<file path="config.mk">
export PLATFORM = sky130hd
export DESIGN_NAME = sgd_param_update
export DESIGN_NICKNAME = d
export VERILOG_FILES = /design/src/rtl/sgd_param_update.sv
export SDC_FILE = /design/constraint.sdc
export NUM_CORES = 2
export LEC_CHECK = 0
export CAP_MARGIN = 15
export CORE_AREA = 10 10 363 365
export DETAILED_ROUTE_END_ITERATION = 10
export DIE_AREA = 0 0 373 375
export GPL_TIMING_DRIVEN = 0
export PLACE_DENSITY_LB_ADDON = 0.08
export SYNTH_ARGS = -nofsm -noshare
export SYNTH_HDL_FRONTEND = slang
export SYNTH_SLANG_ARGS = --single-unit
</file>
<file path="constraint.sdc">
create_clock -name clk -period 28.5 [get_ports clk]
set_input_delay 4.275 -clock clk [delete_from_list [all_inputs] [get_ports clk]]
set_output_delay 4.275 -clock clk [all_outputs]
set_load 0.1 [all_outputs]
</file>
<file path="src/rtl/sgd_param_update.sv">
// Holds one layer's W/b and applies a plain SGD step W -= LR*dw, b -= LR*db,
// one element per clock through a single shared multiplier.
module sgd_param_update #(
   parameter int M    = 5,
   parameter int N    = 3,
   parameter int FRAC = 12,
   parameter int LR   = 41,
   parameter int DW   = 16
) (
   input  logic                          clk,
   input  logic                          reset,
   input  logic                          load,
   input  logic [M-1:0][N-1:0][DW-1:0]   W_in,
   input  logic [M-1:0][DW-1:0]          b_in,
   input  logic                          start,
   input  logic [M-1:0][N-1:0][DW-1:0]   dw,
   input  logic [M-1:0][DW-1:0]          db,
   output logic [M-1:0][N-1:0][DW-1:0]   W,
   output logic [M-1:0][DW-1:0]          b,
   output logic                          busy,
   output logic                          done
);

   localparam int IW = (M > 1) ? $clog2(M) : 1;
   localparam int JW = (N > 1) ? $clog2(N) : 1;
   localparam logic [IW-1:0] I_LAST = IW'(M-1);
   localparam logic [JW-1:0] J_LAST = JW'(N-1);

   localparam logic [1:0] S_IDLE  = 2'd0;
   localparam logic [1:0] S_UPD_W = 2'd1;
   localparam logic [1:0] S_UPD_B = 2'd2;
   localparam logic [1:0] S_DONE  = 2'd3;

   localparam logic signed [DW-1:0]   LR_D  = DW'(LR);
   localparam logic signed [2*DW:0]   MAX_V = {{(DW+2){1'b0}}, {(DW-1){1'b1}}};
   localparam logic signed [2*DW:0]   MIN_V = {{(DW+2){1'b1}}, {(DW-1){1'b0}}};

   logic [1:0]                    state;
   logic [IW-1:0]                 i;
   logic [JW-1:0]                 j;
   logic [M-1:0][N-1:0][DW-1:0]   dw_sh;
   logic [M-1:0][DW-1:0]          db_sh;

   logic signed [DW-1:0]   g, param;
   logic signed [2*DW-1:0] prod, shifted;
   logic signed [2*DW:0]   diff;
   logic [DW-1:0]          upd;

   // One datapath serves both phases; the operand mux picks the current element.
   always_comb begin
      g     = '0;
      param = '0;
      if (state == S_UPD_B) begin
         g     = db_sh[i];
         param = b[i];
      end else begin
         g     = dw_sh[i][j];
         param = W[i][j];
      end
      prod    = LR_D * g;
      shifted = prod >>> FRAC;
      diff    = $signed({{(DW+1){param[DW-1]}}, param}) - $signed({shifted[2*DW-1], shifted});
      if (diff > MAX_V)
         upd = MAX_V[DW-1:0];
      else if (diff < MIN_V)
         upd = MIN_V[DW-1:0];
      else
         upd = diff[DW-1:0];
   end

   assign busy = (state == S_UPD_W) || (state == S_UPD_B);

   always_ff @(posedge clk or posedge reset) begin
      if (reset) begin
         state <= S_IDLE;
         i     <= '0;
         j     <= '0;
         W     <= '0;
         b     <= '0;
         dw_sh <= '0;
         db_sh <= '0;
         done  <= 1'b0;
      end else begin
         // done is registered off the DONE state, so it lands one edge after it
         done <= (state == S_DONE);
         case (state)
            S_IDLE: begin
               if (load) begin
                  W <= W_in;
                  b <= b_in;
               end else if (start) begin
                  dw_sh <= dw;
                  db_sh <= db;
                  i     <= '0;
                  j     <= '0;
                  state <= S_UPD_W;
               end
            end
            S_UPD_W: begin
               W[i][j] <= upd;
               if (j == J_LAST) begin
                  j <= '0;
                  if (i == I_LAST) begin
                     i     <= '0;
                     state <= S_UPD_B;
                  end else begin
                     i <= i + 1'b1;
                  end
               end else begin
                  j <= j + 1'b1;
               end
            end
            S_UPD_B: begin
               b[i] <= upd;
               if (i == I_LAST) begin
                  i     <= '0;
                  state <= S_DONE;
               end else begin
                  i <= i + 1'b1;
               end
            end
            default: state <= S_IDLE;
         endcase
      end
   end

endmodule
</file>
# Yosys cells after proc, flatten, opt, wreduce, memory -nomap -nowiden
# Cells that the tools add are included.
[word_totals]
regBits = 648
latch_bits = 0
mem_bits_rw = 0
mem_bits_ro = 0
in_bits = 644
elab_cells = 122
mem_count = 0
[op_classes]
n_addsub = 3
mul = 1
div_mod_pow = 0
magnitude_cmp = 6
n_eq_ne = 11
shift = 0
n_mux = 43
bitwise = 1
n_reduce_logical = 13
[ops]
columns = ["op", "count"]
rows = [
  ["$pmux W240 S2", 1],
  ["$bmux W48 S3", 2],
  ["$bwmux W240", 1],
  ["$mux W240", 1],
  ["$mux W16", 10],
  ["$pmux W80 S2", 1],
  ["$demux W48 S3", 1],
  ["$mux W48", 3],
  ["$bmux W16 S3", 2],
  ["$bwmux W80", 1],
  ["$mux W80", 1],
  ["$bmux W16 S2", 2],
  ["$demux W16 S3", 1],
  ["$demux W16 S2", 1],
  ["$mul A7 B16 Y23 const A", 1],
  ["$gt A17 B16 Y1 const B", 1],
  ["$lt A17 B16 Y1 const B", 1],
  ["$sub A16 B11 Y17", 1],
  ["$mux W2", 8],
  ["$mux W3", 4],
  ["$pmux W3 S3", 1],
  ["$eq A2 B2 Y1 const B", 3],
  ["$ne A2 B1 Y1 const B", 3],
  ["$ne A2 B2 Y1 const B", 3],
  ["20 further kinds", 24],
]

# Longest topological paths before layout
[logic_depth]
ltp_word = 12
depth_mapped = 43

# Worst setup path after synthesis
# OpenSTA, ideal clock, no wires.
[synth_timing]
path_type = "register to register"
from = "register i[1]"
to = "register b[23] (netlist name)"
t_arrival_ns = 8.388
required_ns = 28.360
setup_slack_ns = 19.972
path_stages_with_launch = 41
synth_period_minus_slack_ns = 8.528
path_cell_list = "dfrtp_1 buf_4 buf_6 buf_6 buf_2 buf_4 buf_1 buf_1 buf_2 clkbuf_1 o22ai_1 a32oi_1 o21ai_0 ha_1 ha_1 inv_1 fa_1 inv_1 [... 5 more ...] o31ai_1 a21oi_1 o211a_1 o21a_1 or2_2 ha_1 nor4_1 o21ai_0 a41oi_1 or2_2 a21o_1 nand3_1 a21oi_1 a211oi_1 a41o_1 o21ai_1 buf_2 a21oi_1"
[synth_via]
elab_chain_cells = 12
elab_cells_between_ends = 27
[synth_lines]
columns = ["element", "line_no", "text"]
rows = [
  ["start: declaration", "39", "logic [IW-1:0] i;"],
  ["start signal: assignment", "107", "i <= i + 1'b1;"],
  ["start signal: assignment", "119", "i <= i + 1'b1;"],
  ["$bmux W48 S3", "57", "g = dw_sh[i][j];"],
  ["$mux W48 (implied by the code)", "57", ""],
  ["$bmux W16 S2", "57", ""],
  ["$mux W16 (implied by the code)", "57", ""],
  ["$mux W16", "53", "if (state == S_UPD_B) begin"],
  ["$mul A7 B16 Y23", "60", "prod = LR_D * g;"],
  ["$sub A16 B11 Y17", "62", "diff = $signed({{(DW+1){param[DW-1]}}, param}) - $signed({shifted[2*DW-1], shifted});"],
  ["$lt A17 B16 Y1", "65", "else if (diff < MIN_V)"],
  ["$mux W16", "65", ""],
  ["$mux W16", "63", "if (diff > MAX_V)"],
  ["$bwmux W80 *", "114", "b[i] <= upd;"],
  ["$pmux W80 S2 *", "86", "case (state)"],
  ["end signal: assignment", "90", "b <= b_in;"],
  ["end signal: indexed assignment", "114", ""],
  ["end: declaration", "19", "output logic [M-1:0][DW-1:0] b,"],
]
# Every way passes the cells marked *; elsewhere a longest branch is shown, timed or not. The select of a mux whose other input is x is not followed.
# A chain may end at the register's enable or synchronous reset.

# Worst setup path after layout
[layout_timing]
from = "register i[0]"
to = "register b[61] (netlist name)"
# Same word-level chain as after synthesis.

==> results.md <==
* Final Hold Vio Count at 0
* CP Class: register to register
* Worst-Margin Slew at 1.33 ns
* Worst hold path class: register to register
* PnR worst setup slack at 14.31 ns
* Initial drt markers at roughly 4500
* # hold bufs at CTS at 0
* Final setup vio count at 0
* GRT Total Usage at between 30% and 40%
* Reg-to-reg critical path startpoint: i[0]$_DFFE_PP0P_
* Ys flop type: dfrtp_1
* Skew-Pair Late Insertion Delay at 0.71 ns
* Yosys warning total at 0
* Vias per std cell at between 5 and 6
* First-pass GRT wire length at around 330 mm
* Filler Cell Count at 12500
* CP max FO at 10
* 1st-pass router iterations at 7
* Clk slew on worst S/H paths at 0.06 ns
* Critical Path Source Type: register
* Drt total wl at 254 mm
* Layout cell share with drive strength beyond 1 at 13.1%
* Die area at 140000 um^2
* Post-route ant nets at 0
* Clk root buf: clkbuf_16
* Vias in the first global route at 35900
* Max Cap Viol at 0
* Post-DP HPWL at 205 mm
* Clock tree sinks at approximately 650
* Mean Syn Cell Area at around 10 um^2
* Clk buf depth at 3
* H-tree Lvls at 3
* I/O Pins at roughly 970
* Cells after Synth at roughly 3400
* Seq/Total Area, Yosys at a little under half
* Row count at 130
* Final period util at approximately half
* Most frequent CP cell: ha_1
* Fmax at 0.0705 GHz
* CP startpoint: i[0]$_DFFE_PP0P_
* Post-CTS setup buffer count at 0
* GR Util met2 at 54.9%
* CP max stage delay at approximately 1.0 ns
* EDFF count, synth at 0
* Placer Congestion at about 0.96
* Core Footprint at 125000 um^2
* CP Data Arrival Time at 14.70 ns
* Initial antenna violation count at 70
* WL/cell at 40.8 um
* RSZ-0062 raised after global routing: no
* Grt ovf at 0
* Status: finished clean
* Via count at 36200
* Pre-CTS WS at approximately 15 ns
* GR peak layer: met2
* Syn_nets at 4113
* Die H at 375 um
* Met3 usage at between 10% and 20%
* Multi-input logic area at 17000 um^2
* Port buffer count at 965
* CTS Buf Count at 83
* Distinct cells, synth at 81
* Met1 GRT Util at 43.2%
* Worst Skew at 0.0344 ns
* Synth Cell Area at 34700 um^2
* Die W at 373 um
* Largest net degree at the start of global routing at 108
* # DRC at 0
* Starting Density at 27.8%
* Slowest cell on the critical path: buf_1
* Post_cts resized at 0
* Minimum clock period at around 14 ns
* Synth Register Bits at between 600 and 700
* Setup crit end kind: register
* P&R area growth vs syn at 44.2%
* CTS tree: built
* Reg area at 16200 um^2
* Fraction of registers with async set or reset after synthesis at between 90% and 100%
* Rel. slew slack at 11.3%
* # nets final at 5198
* Hold_sp: dw_sh[35]$_DFFE_PP0P_
* Slew Limit Fails at 0
* Critical Path RT at between 20 and 30 ns
-- final cells by class --
type,instances,share of cell area (%)
multi-input combinational,2363,33.9
antenna,35,0.175
clock inverter,29,0.795
tap,1650,4.12
clock buffer,124,4.96
sequential,648,32.4
timing repair buffer,1000,20.6
buffer,294,2.45
inverter,80,0.615
-- through the flow --
step	TNS, ns	instances	hold slack [ns]	area (um^2)	utilization (%)
2_1_floorplan	0	3385	0.471	34700	-
3_3_place_gp	-2857.38	6000	0.486	46400	37.2
3_5_place_dp	0	6033	0.488	47100	37.7
4_1_cts	0	6186	0.501	50000	40.0
5_1_grt	0	6219	0.511	50100	40.1
6_report	0	6223	0.500	50100	40.1
-- flip-flops by register name, indices dropped and copies added (netlist names) --
register,flops
W,240
b,80
db_sh,80
done,1
dw_sh,240
i,3
j,2
state,2
-- layout by cell type, fill, tap and decap left out, types with 12 or more instances in the layout --
cell               n
a21o_1            20
a21oi_1          410
a22oi_1          115
a31oi_1           13
a32oi_1           22
and3_1           226
buf_1             29
buf_2             40
buf_8             16
clkbuf_1         231
clkbuf_16         84
clkbuf_8          23
clkdlybuf4s50_1  965
clkinv_2          15
dfrtp_1          648
diode_2           35
fa_1              16
ha_1              68
inv_1             75
mux2_2           325
mux2i_1          141
nand2_1          108
nand2b_1          12
nand3_1           25
nor2_1           153
o21a_1            14
o21ai_0          161
o21ai_1          184
o21ai_2           14
o221ai_1          46
o22ai_1           66
o32ai_1           45
-- path summary, 6_finish.rpt --
check | endpoint | slack, ns | depth (start not counted)
worst max register to register | b[61]$_DFFE_PP0P_ | 14.31 | 38
worst min register to register | dw_sh[35]$_DFFE_PP0P_ | 0.50 | 1
min in group asynchronous | dw_sh[186]$_DFFE_PP0P_ | 4.00 | 2
worst min-delay path | dw_sh[35]$_DFFE_PP0P_ | 0.50 | 1
worst max-delay path | b[61]$_DFFE_PP0P_ | 14.31 | 38
max in group asynchronous | b[51]$_DFFE_PP0P_ | 22.46 | 5
-- cells in the mapped netlist (7+ instances only) --
master,count,area share (%)
dfrtp_1,648,47
a21oi_1,410,5.9
mux2_2,325,11
and3_1,226,4.1
clkbuf_1,214,2.3
o21ai_1,184,2.7
o21ai_0,161,2.3
nor2_1,153,1.7
mux2i_1,141,4.1
a22oi_1,115,2.5
nand2_1,108,1.2
inv_1,76,0.82
ha_1,68,2.5
o22ai_1,66,1.2
o221ai_1,46,1.2
o32ai_1,45,1.1
buf_2,35,0.50
buf_1,33,0.36
nand3_1,25,0.36
a32oi_1,22,0.55
a21o_1,20,0.43
fa_1,16,0.92
o21a_1,14,0.30
o21ai_2,14,0.35
a31oi_1,13,0.23
nand2b_1,12,0.22
a32o_1,11,0.32
mux4_2,11,0.71
nor3_1,11,0.16
xnor2_1,11,0.28
and2_1,9,0.16
nor2b_1,9,0.16
a211oi_1,8,0.17
buf_6,8,0.26
or3_1,8,0.14
a221oi_1,7,0.18
-- metal layers --
layer	share of wire, %	vias to the layer above
met3	9.4	497
met1	40	18600
met2	46	2194
met5	0.073	-
met4	4.7	30
li1	-	14900
-- critical path, delay by kind of cell, from the launching register on --
kind / cells / cell delay (ns)
AOI/OAI and AO/OA: 13 / 3.45
adders and majority gates: 6 / 2.34
buffers and inverters: 13 / 6.29
DFF: 1 / 0.35
and+or+nand+nor: 6 / 1.51
-- kinds of logic after synthesis --
group / after synthesis / synth area share (%)
XOR/XNOR: 15 / 0.378
AND/OR/NAND/NOR: 588 / 8.70
adder cells (fa/ha/maj): 85 / 3.40
flip-flops: 648 / 46.7
buffers and inverters: 374 / 4.39
multiplexers: 481 / 15.5
AO/OA/AOI/OAI: 1194 / 21.0
Power is not shown: default switching activity piles up to over one toggle a cycle in this logic, so the estimate is an artifact.
